`config.mk`:
```
export PLATFORM = sky130hd
export DESIGN_NAME = life_grid_scanner
export DESIGN_NICKNAME = d
export VERILOG_FILES = /design/src/rtl/life_pkg.sv /design/src/rtl/life_axis_counter.sv /design/src/rtl/life_grid_scanner.sv
export SDC_FILE = /design/constraint.sdc
export NUM_CORES = 1
export LEC_CHECK = 0
export ABC_AREA = 1
export CORE_ASPECT_RATIO = 1.25
export CORE_MARGIN = 8
export CORE_UTILIZATION = 44
export DETAILED_ROUTE_END_ITERATION = 7
export PLACE_DENSITY = 0.71
export SLEW_MARGIN = 0
export SYNTH_ARGS = -nofsm -noshare
export SYNTH_HDL_FRONTEND = slang
export SYNTH_SLANG_ARGS = --single-unit
```
`constraint.sdc`:
```
create_clock -name clk -period 1.5 [get_ports clk]
set_clock_uncertainty 0.2 [all_clocks]
set_input_delay 0.375 -clock clk [delete_from_list [all_inputs] [get_ports clk]]
set_output_delay 0.375 -clock clk [all_outputs]
set_load 0.1 [all_outputs]
```
`src/rtl/life_pkg.sv`:
```
// Shared definitions for the Conway cell-array scanner: default grid size,
// coordinate types and the scan FSM state encoding.
package life_pkg;

    localparam int unsigned GRID_W_DEFAULT = 64;
    localparam int unsigned GRID_H_DEFAULT = 48;
    localparam int unsigned X_WIDTH        = $clog2(GRID_W_DEFAULT);
    localparam int unsigned Y_WIDTH        = $clog2(GRID_H_DEFAULT);

    typedef logic [X_WIDTH-1:0] x_coord_t;
    typedef logic [Y_WIDTH-1:0] y_coord_t;

    typedef enum logic [1:0] {
        IDLE,
        SCAN,
        DONE
    } scan_state_t;

endpackage

```
`src/rtl/life_axis_counter.sv`:
```
// Single-axis coordinate counter: counts 0..MAX and wraps to 0 by explicit
// compare, so non-power-of-two ranges are exact. wrap flags the step out of MAX.
module life_axis_counter
    import life_pkg::*;
#(
    parameter int unsigned MAX   = 1,
    parameter int unsigned WIDTH = 1
) (
    input  logic             clk,
    input  logic             reset,
    input  logic             clear,
    input  logic             enable,
    output logic [WIDTH-1:0] count,
    output logic             wrap
);

    localparam logic [WIDTH-1:0] MaxVal = WIDTH'(MAX);

    logic [WIDTH-1:0] count_q, count_d;

    // Next count: clear dominates, otherwise step with explicit wrap at MAX.
    always_comb begin
        count_d = count_q;
        if (clear) begin
            count_d = '0;
        end else if (enable) begin
            count_d = (count_q == MaxVal) ? '0 : count_q + WIDTH'(1);
        end
    end

    // Count register, cleared asynchronously.
    always_ff @(posedge clk or posedge reset) begin
        if (reset) begin
            count_q <= '0;
        end else begin
            count_q <= count_d;
        end
    end

    assign count = count_q;
    assign wrap  = enable && (count_q == MaxVal);

endmodule

```
`src/rtl/life_grid_scanner.sv`:
```
// Raster-order coordinate generator for the Conway cell array. On start it
// walks every cell once (x fastest) on a valid/ready stream, then pulses done.
// Optional feature: define LIFE_SCANNER_NEIGHBOURS_EN to add toroidal
// neighbour coordinate outputs (x_left, x_right, y_up, y_down).
module life_grid_scanner #(
    parameter int unsigned GRID_W  = life_pkg::GRID_W_DEFAULT,
    parameter int unsigned GRID_H  = life_pkg::GRID_H_DEFAULT,
    parameter int unsigned X_WIDTH = $clog2(GRID_W),
    parameter int unsigned Y_WIDTH = $clog2(GRID_H)
) (
    input  logic               clk,
    input  logic               reset,
    input  logic               start,
    output logic               busy,
    output logic               done,
    output logic               valid,
    input  logic               ready,
    output logic [X_WIDTH-1:0] x,
    output logic [Y_WIDTH-1:0] y,
`ifdef LIFE_SCANNER_NEIGHBOURS_EN
    output logic [X_WIDTH-1:0] x_left,
    output logic [X_WIDTH-1:0] x_right,
    output logic [Y_WIDTH-1:0] y_up,
    output logic [Y_WIDTH-1:0] y_down,
`endif
    output logic               first,
    output logic               eol,
    output logic               last
);

    import life_pkg::*;

    localparam logic [X_WIDTH-1:0] XMax = X_WIDTH'(GRID_W - 1);
    localparam logic [Y_WIDTH-1:0] YMax = Y_WIDTH'(GRID_H - 1);

    scan_state_t state_q, state_d;
    logic        busy_q, busy_d;
    logic        done_q, done_d;
    logic        valid_q, valid_d;

    logic               accept;
    logic               cnt_clear;
    logic               x_wrap;
    logic               y_wrap;
    logic [X_WIDTH-1:0] x_cnt;
    logic [Y_WIDTH-1:0] y_cnt;

    assign accept    = valid_q && ready;
    // Coordinates sit at the origin whenever no scan is in progress.
    assign cnt_clear = (state_q != SCAN);

    life_axis_counter #(
        .MAX   (GRID_W - 1),
        .WIDTH (X_WIDTH)
    ) u_x_counter (
        .clk    (clk),
        .reset  (reset),
        .clear  (cnt_clear),
        .enable (accept),
        .count  (x_cnt),
        .wrap   (x_wrap)
    );

    life_axis_counter #(
        .MAX   (GRID_H - 1),
        .WIDTH (Y_WIDTH)
    ) u_y_counter (
        .clk    (clk),
        .reset  (reset),
        .clear  (cnt_clear),
        .enable (x_wrap),
        .count  (y_cnt),
        .wrap   (y_wrap)
    );

    // FSM next state and next registered outputs; y_wrap marks acceptance of the last cell.
    always_comb begin
        state_d = state_q;
        busy_d  = busy_q;
        done_d  = 1'b0;
        valid_d = valid_q;
        unique case (state_q)
            IDLE: begin
                busy_d  = start;
                valid_d = start;
                if (start) begin
                    state_d = SCAN;
                end
            end
            SCAN: begin
                if (y_wrap) begin
                    state_d = DONE;
                    busy_d  = 1'b0;
                    valid_d = 1'b0;
                    done_d  = 1'b1;
                end
            end
            DONE: begin
                state_d = IDLE;
                busy_d  = 1'b0;
                valid_d = 1'b0;
            end
            default: begin
                state_d = IDLE;
                busy_d  = 1'b0;
                valid_d = 1'b0;
            end
        endcase
    end

    // FSM state and registered outputs.
    always_ff @(posedge clk or posedge reset) begin
        if (reset) begin
            state_q <= IDLE;
            busy_q  <= 1'b0;
            done_q  <= 1'b0;
            valid_q <= 1'b0;
        end else begin
            state_q <= state_d;
            busy_q  <= busy_d;
            done_q  <= done_d;
            valid_q <= valid_d;
        end
    end

    assign busy  = busy_q;
    assign done  = done_q;
    assign valid = valid_q;
    assign x     = x_cnt;
    assign y     = y_cnt;
    assign first = valid_q && (x_cnt == '0) && (y_cnt == '0);
    assign eol   = valid_q && (x_cnt == XMax);
    assign last  = valid_q && (x_cnt == XMax) && (y_cnt == YMax);

`ifdef LIFE_SCANNER_NEIGHBOURS_EN
    // Toroidal neighbours; left ungated so the idle value follows the origin.
    assign x_left  = (x_cnt == '0)   ? XMax : x_cnt - X_WIDTH'(1);
    assign x_right = (x_cnt == XMax) ? '0   : x_cnt + X_WIDTH'(1);
    assign y_up    = (y_cnt == '0)   ? YMax : y_cnt - Y_WIDTH'(1);
    assign y_down  = (y_cnt == YMax) ? '0   : y_cnt + Y_WIDTH'(1);
`endif

endmodule

```
==> results of run 1 <==
==> stage by stage <==
stage | worst slack [ns] | instance area [sq um]
2_1_floorplan | -1.07 | 1150
3_3_place_gp | -0.353 | 1810
3_5_place_dp | -0.389 | 1810
4_1_cts | -0.694 | 1990
==> what timing repair did <==
action                                  CTS
resized for setup                        20
hold buffers                              0
cloned                                    1
endpoints found under the setup margin   33
buffers inserted                          9
pin swaps                                 7
==> logic make-up after synthesis <==
group / synth area share, %
buffers and inverters: 8.41
AOI/OAI and AO/OA: 6.78
DFF: 40.2
and+or+nand+nor: 37.9
adders and majority gates: 5.02
xor gates and xnor gates: 1.76
==> key figures, run 1 <==
Yosys
  – Mapped Nets: 131
  – Cell count after synthesis: around 120
  – Synth Warn #: 0
  – Most used DFF post-synth: dfrtp_1
  – Syn avg cell area: a little over 8 sq um
  – Seq/Total Area, Yosys: about 40%
  – Post-synth EDFFs: 0
  – Synth area leaders: dfrtp_1, nand2_1, nand3_1
  – Cell with the most instances after synthesis: nand2_1
  – Yosys reg bits: 16
  – Distinct cells, synth: 25
  – Synth Cell Area: around 1000 sq um
  – Largest area contributor in the netlist: dfrtp_1
  – Synth top area share: 40.2%
  – Most instantiated cells after synthesis: nand2_1, dfrtp_1, inv_1
  – Ys async rst share: 100%

Run status
  – Error msg: [ERROR DPL-0033] detailed placement checks failed during check placement.
  – Status: did not finish
  – Stopped at: global routing

Floorplanning
  – Die X: ~59 um
  – FP Rows: 19
  – Starting density of the core: 46.1%
  – Chip Height: slightly below 70 um
  – # IOs: 22

Clock network
  – Clock Tree Buf Depth: 2
  – Clock Root Buffer: clkbuf_4
  – Clock sink count: 16
  – Clock buffer count from CTS: 3
  – H-tree depth: 1

Global routing
  – Largest net degree at the start of global routing: 17
  – Antenna violations before repair: 0

Place
  – RePlAce Congestion: 0.859
  – Hpwl dp: around 2500 um
  – Port bufs: 21
  – Dpl cells: 206

Timing
  – Type of pin the worst path ends at: primary output
  – Worst_ep grt: first
==> inputs of run 2 (changes only) <==
--- a/config.mk
+++ b/config.mk
@@ -6,11 +6,10 @@
 export NUM_CORES = 1
 export LEC_CHECK = 0
 export ABC_AREA = 1
-export CORE_ASPECT_RATIO = 1.25
-export CORE_MARGIN = 8
-export CORE_UTILIZATION = 44
+export CORE_AREA = 8 8 69 71
 export DETAILED_ROUTE_END_ITERATION = 7
-export PLACE_DENSITY = 0.71
+export DIE_AREA = 0 0 77 79
+export PLACE_DENSITY_LB_ADDON = 0.15
 export SLEW_MARGIN = 0
 export SYNTH_ARGS = -nofsm -noshare
 export SYNTH_HDL_FRONTEND = slang
==> constraint.sdc (replaced) <==
create_clock -name clk -period 2 [get_ports clk]
set_clock_uncertainty 0.2 [all_clocks]
set_input_delay 0.5 -clock clk [delete_from_list [all_inputs] [get_ports clk]]
set_output_delay 0.5 -clock clk [all_outputs]
set_load 0.1 [all_outputs]
==> key figures, run 2 <==
Yosys
  – Yosys reg bits: 16
  – Synth Warn #: 0
  – Mapped Nets: 131
  – Post-synth EDFFs: 0
  – Most instantiated cells after synthesis: nand2_1, dfrtp_1, inv_1
  – Synth Cell Area: 997 sq um
  – Largest area contributor in the netlist: dfrtp_1
  – Synth area leaders: dfrtp_1, nand2_1, nand3_1
  – Cell count after synthesis: 123
  – Cell with the most instances after synthesis: nand2_1
  – Syn avg cell area: slightly above 8 sq um
  – Ys async rst share: 100%
  – Synth top area share: 40.2%
  – Most used DFF post-synth: dfrtp_1
  – Seq/Total Area, Yosys: around 40%
  – Distinct cells, synth: 25

Timing
  – Worst setup slack after layout: -0.242 ns
  – Slew of the pin with the lowest slew margin: 0.259 ns
  – FMAX: 0.446 GHz
  – Final Hold Slack: 0.345 ns
  – Final Hold Viols: 0
  – RSZ-0062 raised after global routing: true
  – Setup TNS: -0.568 ns
  – Slew Limit Headroom: 82.6%
  – Final setup violation count: 3
  – Final period utilization: 112%
  – Max Slew Vio Count: 0
  – Minimum clock period: 2.24 ns

Floorplanning
  – Die footprint: about 6100 sq um
  – Chip Height: 79 um
  – Die X: 77 um
  – Core Area: about 3800 sq um
  – FP Rows: 23
  – Starting density of the core: 26.3%
  – # IOs: 22

Drt
  – Via count: about 960
  – Vias per inst: between 4 and 5
  – First-iteration detailed-routing DRC count: 29
  – WL final: 2720 um
  – Routed Antenna Nets: 0
  – DRC Markers: 0
  – DRT Pass-1 Iters: 4
  – DR WL/cell: 12.6 um

Global routing
  – Antenna violations before repair: 0
  – Largest net degree at the start of global routing: 17
  – GRT overflow: 0
  – GRT Util Overall: 9.80%
  – Vias in the first global route: a little under 1k
  – First-pass GRT wire length: between 4000 and 5000 um

Pwr
  – Leakage: 0.806 nW
  – Power, Total: 1.76 mW
  – Pwr Density: approximately 980 nW/um^2
  – Worst vdd ir: around 0.00077 V

Setup path
  – Worst path cell trace: inv_4 -> ha_4 -> nand2_2 -> nor4_4 -> buf_12
  – Critical path fanouts, max: 4
  – WP data required: 1.30 ns
  – R2R depth: 9
  – WP buf/inv: 2
  – Critical Path Stages: 5
  – CP max-delay cell: dfrtp_4
  – Startpoint type of the worst setup path: flop
  – CP peak stage delay: 0.50 ns
  – CP Capture Type: output pin
  – CP arrival: 1.54 ns
  – Worst flop-to-flop path startpoint: u_x_counter.count[0]$_DFFE_PP0P_
  – Crit Path Category: flop to output pin
  – Worst Setup SP: u_x_counter.count[0]$_DFFE_PP0P_
  – Top delay family on crit path: flip-flops

Clock network
  – Hold-fix buffers, CTS: 0
  – Clock sink count: 16
  – Clock Root Buffer: clkbuf_8
  – Clk slew on worst S/H paths: 0.07 ns
  – Clock buffer count from CTS: 3
  – H-tree depth: 1
  – Clock Tree Buf Depth: 2
  – CTS tree: done
  – Worst-Skew Late Latency: 0.25 ns
  – Postcts setup bufs: 0

Finish
  – Share of cells above drive strength 1: 53.0%
  – Finished Core Util: a little under half
  – Ant. Diodes: 0
  – Area Overhead vs Synth: 80.1%
  – Commonest non-fill, non-tap cell in the layout: nand2_1
  – Most frequent cells in the layout: nand2_1, buf_4, buf_12
  – Layout fillers: around 390
  – Final Net Count: 175
  – Final instance area: 1800 sq um

Worst hold path
  – Hold Crit Depth: 3
  – Hold Crit Class: flop to flop
  – Hold path startpoint: state_q[1]$_DFFE_PP0P_

Run status
  – Failing checks: negative setup slack
  – Status: complete, but fails checks

Job
  – Max Cap Violations: 0

Place
  – Port bufs: 21
  – Hpwl dp: 2240 um
  – Area post-placement: between 1500 and 2000 sq um
  – RePlAce Congestion: 0.845
[run 2: metal layers]
layer,routed length [um],GRT usage (%),vias up
met5,0,0,-
met4,12,3.40,0
met3,160,3.16,2
met2,1370,16.9,24
met1,1170,11.2,453
li1,-,-,483
[run 2: per-stage QoR]
stage / setup slack (ns) / instances
after floorplan: -0.696 / 123
after global placement: 0.0235 / 212
after detailed placement: -0.00201 / 212
after CTS: -0.266 / 216
after global routing: -0.298 / 216
final: -0.242 / 216
[run 2: area by class of cell]
class	count	area [sq um]	share of cell area, %
Timing Repair Buffer	41	541	30.1
Multi-Input combinational cell	88	619	34.5
Tap cell	50	62.6	3.48
Clock buffer	4	55.1	3.07
Inverter	17	78.8	4.39
Sequential cell	16	439	24.5
[run 2: logic make-up after synthesis]
logic type | share of synthesized area, %
compound gates | 6.78
simple gates | 37.9
flops | 40.2
buf+inv | 8.41
xor+xnor | 1.76
fa+ha+maj | 5.02
[run 2: power breakdown]
part / internal (mW) / leakage, nW / switching (mW)
Sequential: 0.395 / 0.187 / 0.0562
Combinational: 0.369 / 0.591 / 0.646
Clock: 0.175 / 0.0288 / 0.117
[run 2: worst reg2reg max path, delay by kind of cell (launching register included)]
| family | cells | cell delay (ns) |
|---|---|---|
| buf+inv | 2 | 0.23 |
| simple gates | 6 | 0.44 |
| fa+ha+maj | 1 | 0.23 |
| flops | 1 | 0.50 |
[run 2: final timing paths]
path | endpoint | slack (ns)
worst max-delay path | first | -0.24
max in group asynchronous | u_x_counter.count[5]$_DFFE_PP0P_ | 1.04
worst min-delay path | state_q[0]$_DFFE_PP0P_ | 0.34
worst max register to register | u_y_counter.count[0]$_DFFE_PP0P_ | 0.31
worst min register to register | state_q[0]$_DFFE_PP0P_ | 0.34
min in group asynchronous | u_x_counter.count[0]$_DFFE_PP0P_ | 0.35
[run 2: what timing repair did]
item / CTS / global route
endpoints found under the setup margin: 3 / 3
resized for setup: 2 / 0
pin swaps: 1 / 1
hold endpoints to repair: 0 / 0
No activity file was read; power rests on OpenSTA's default activity.
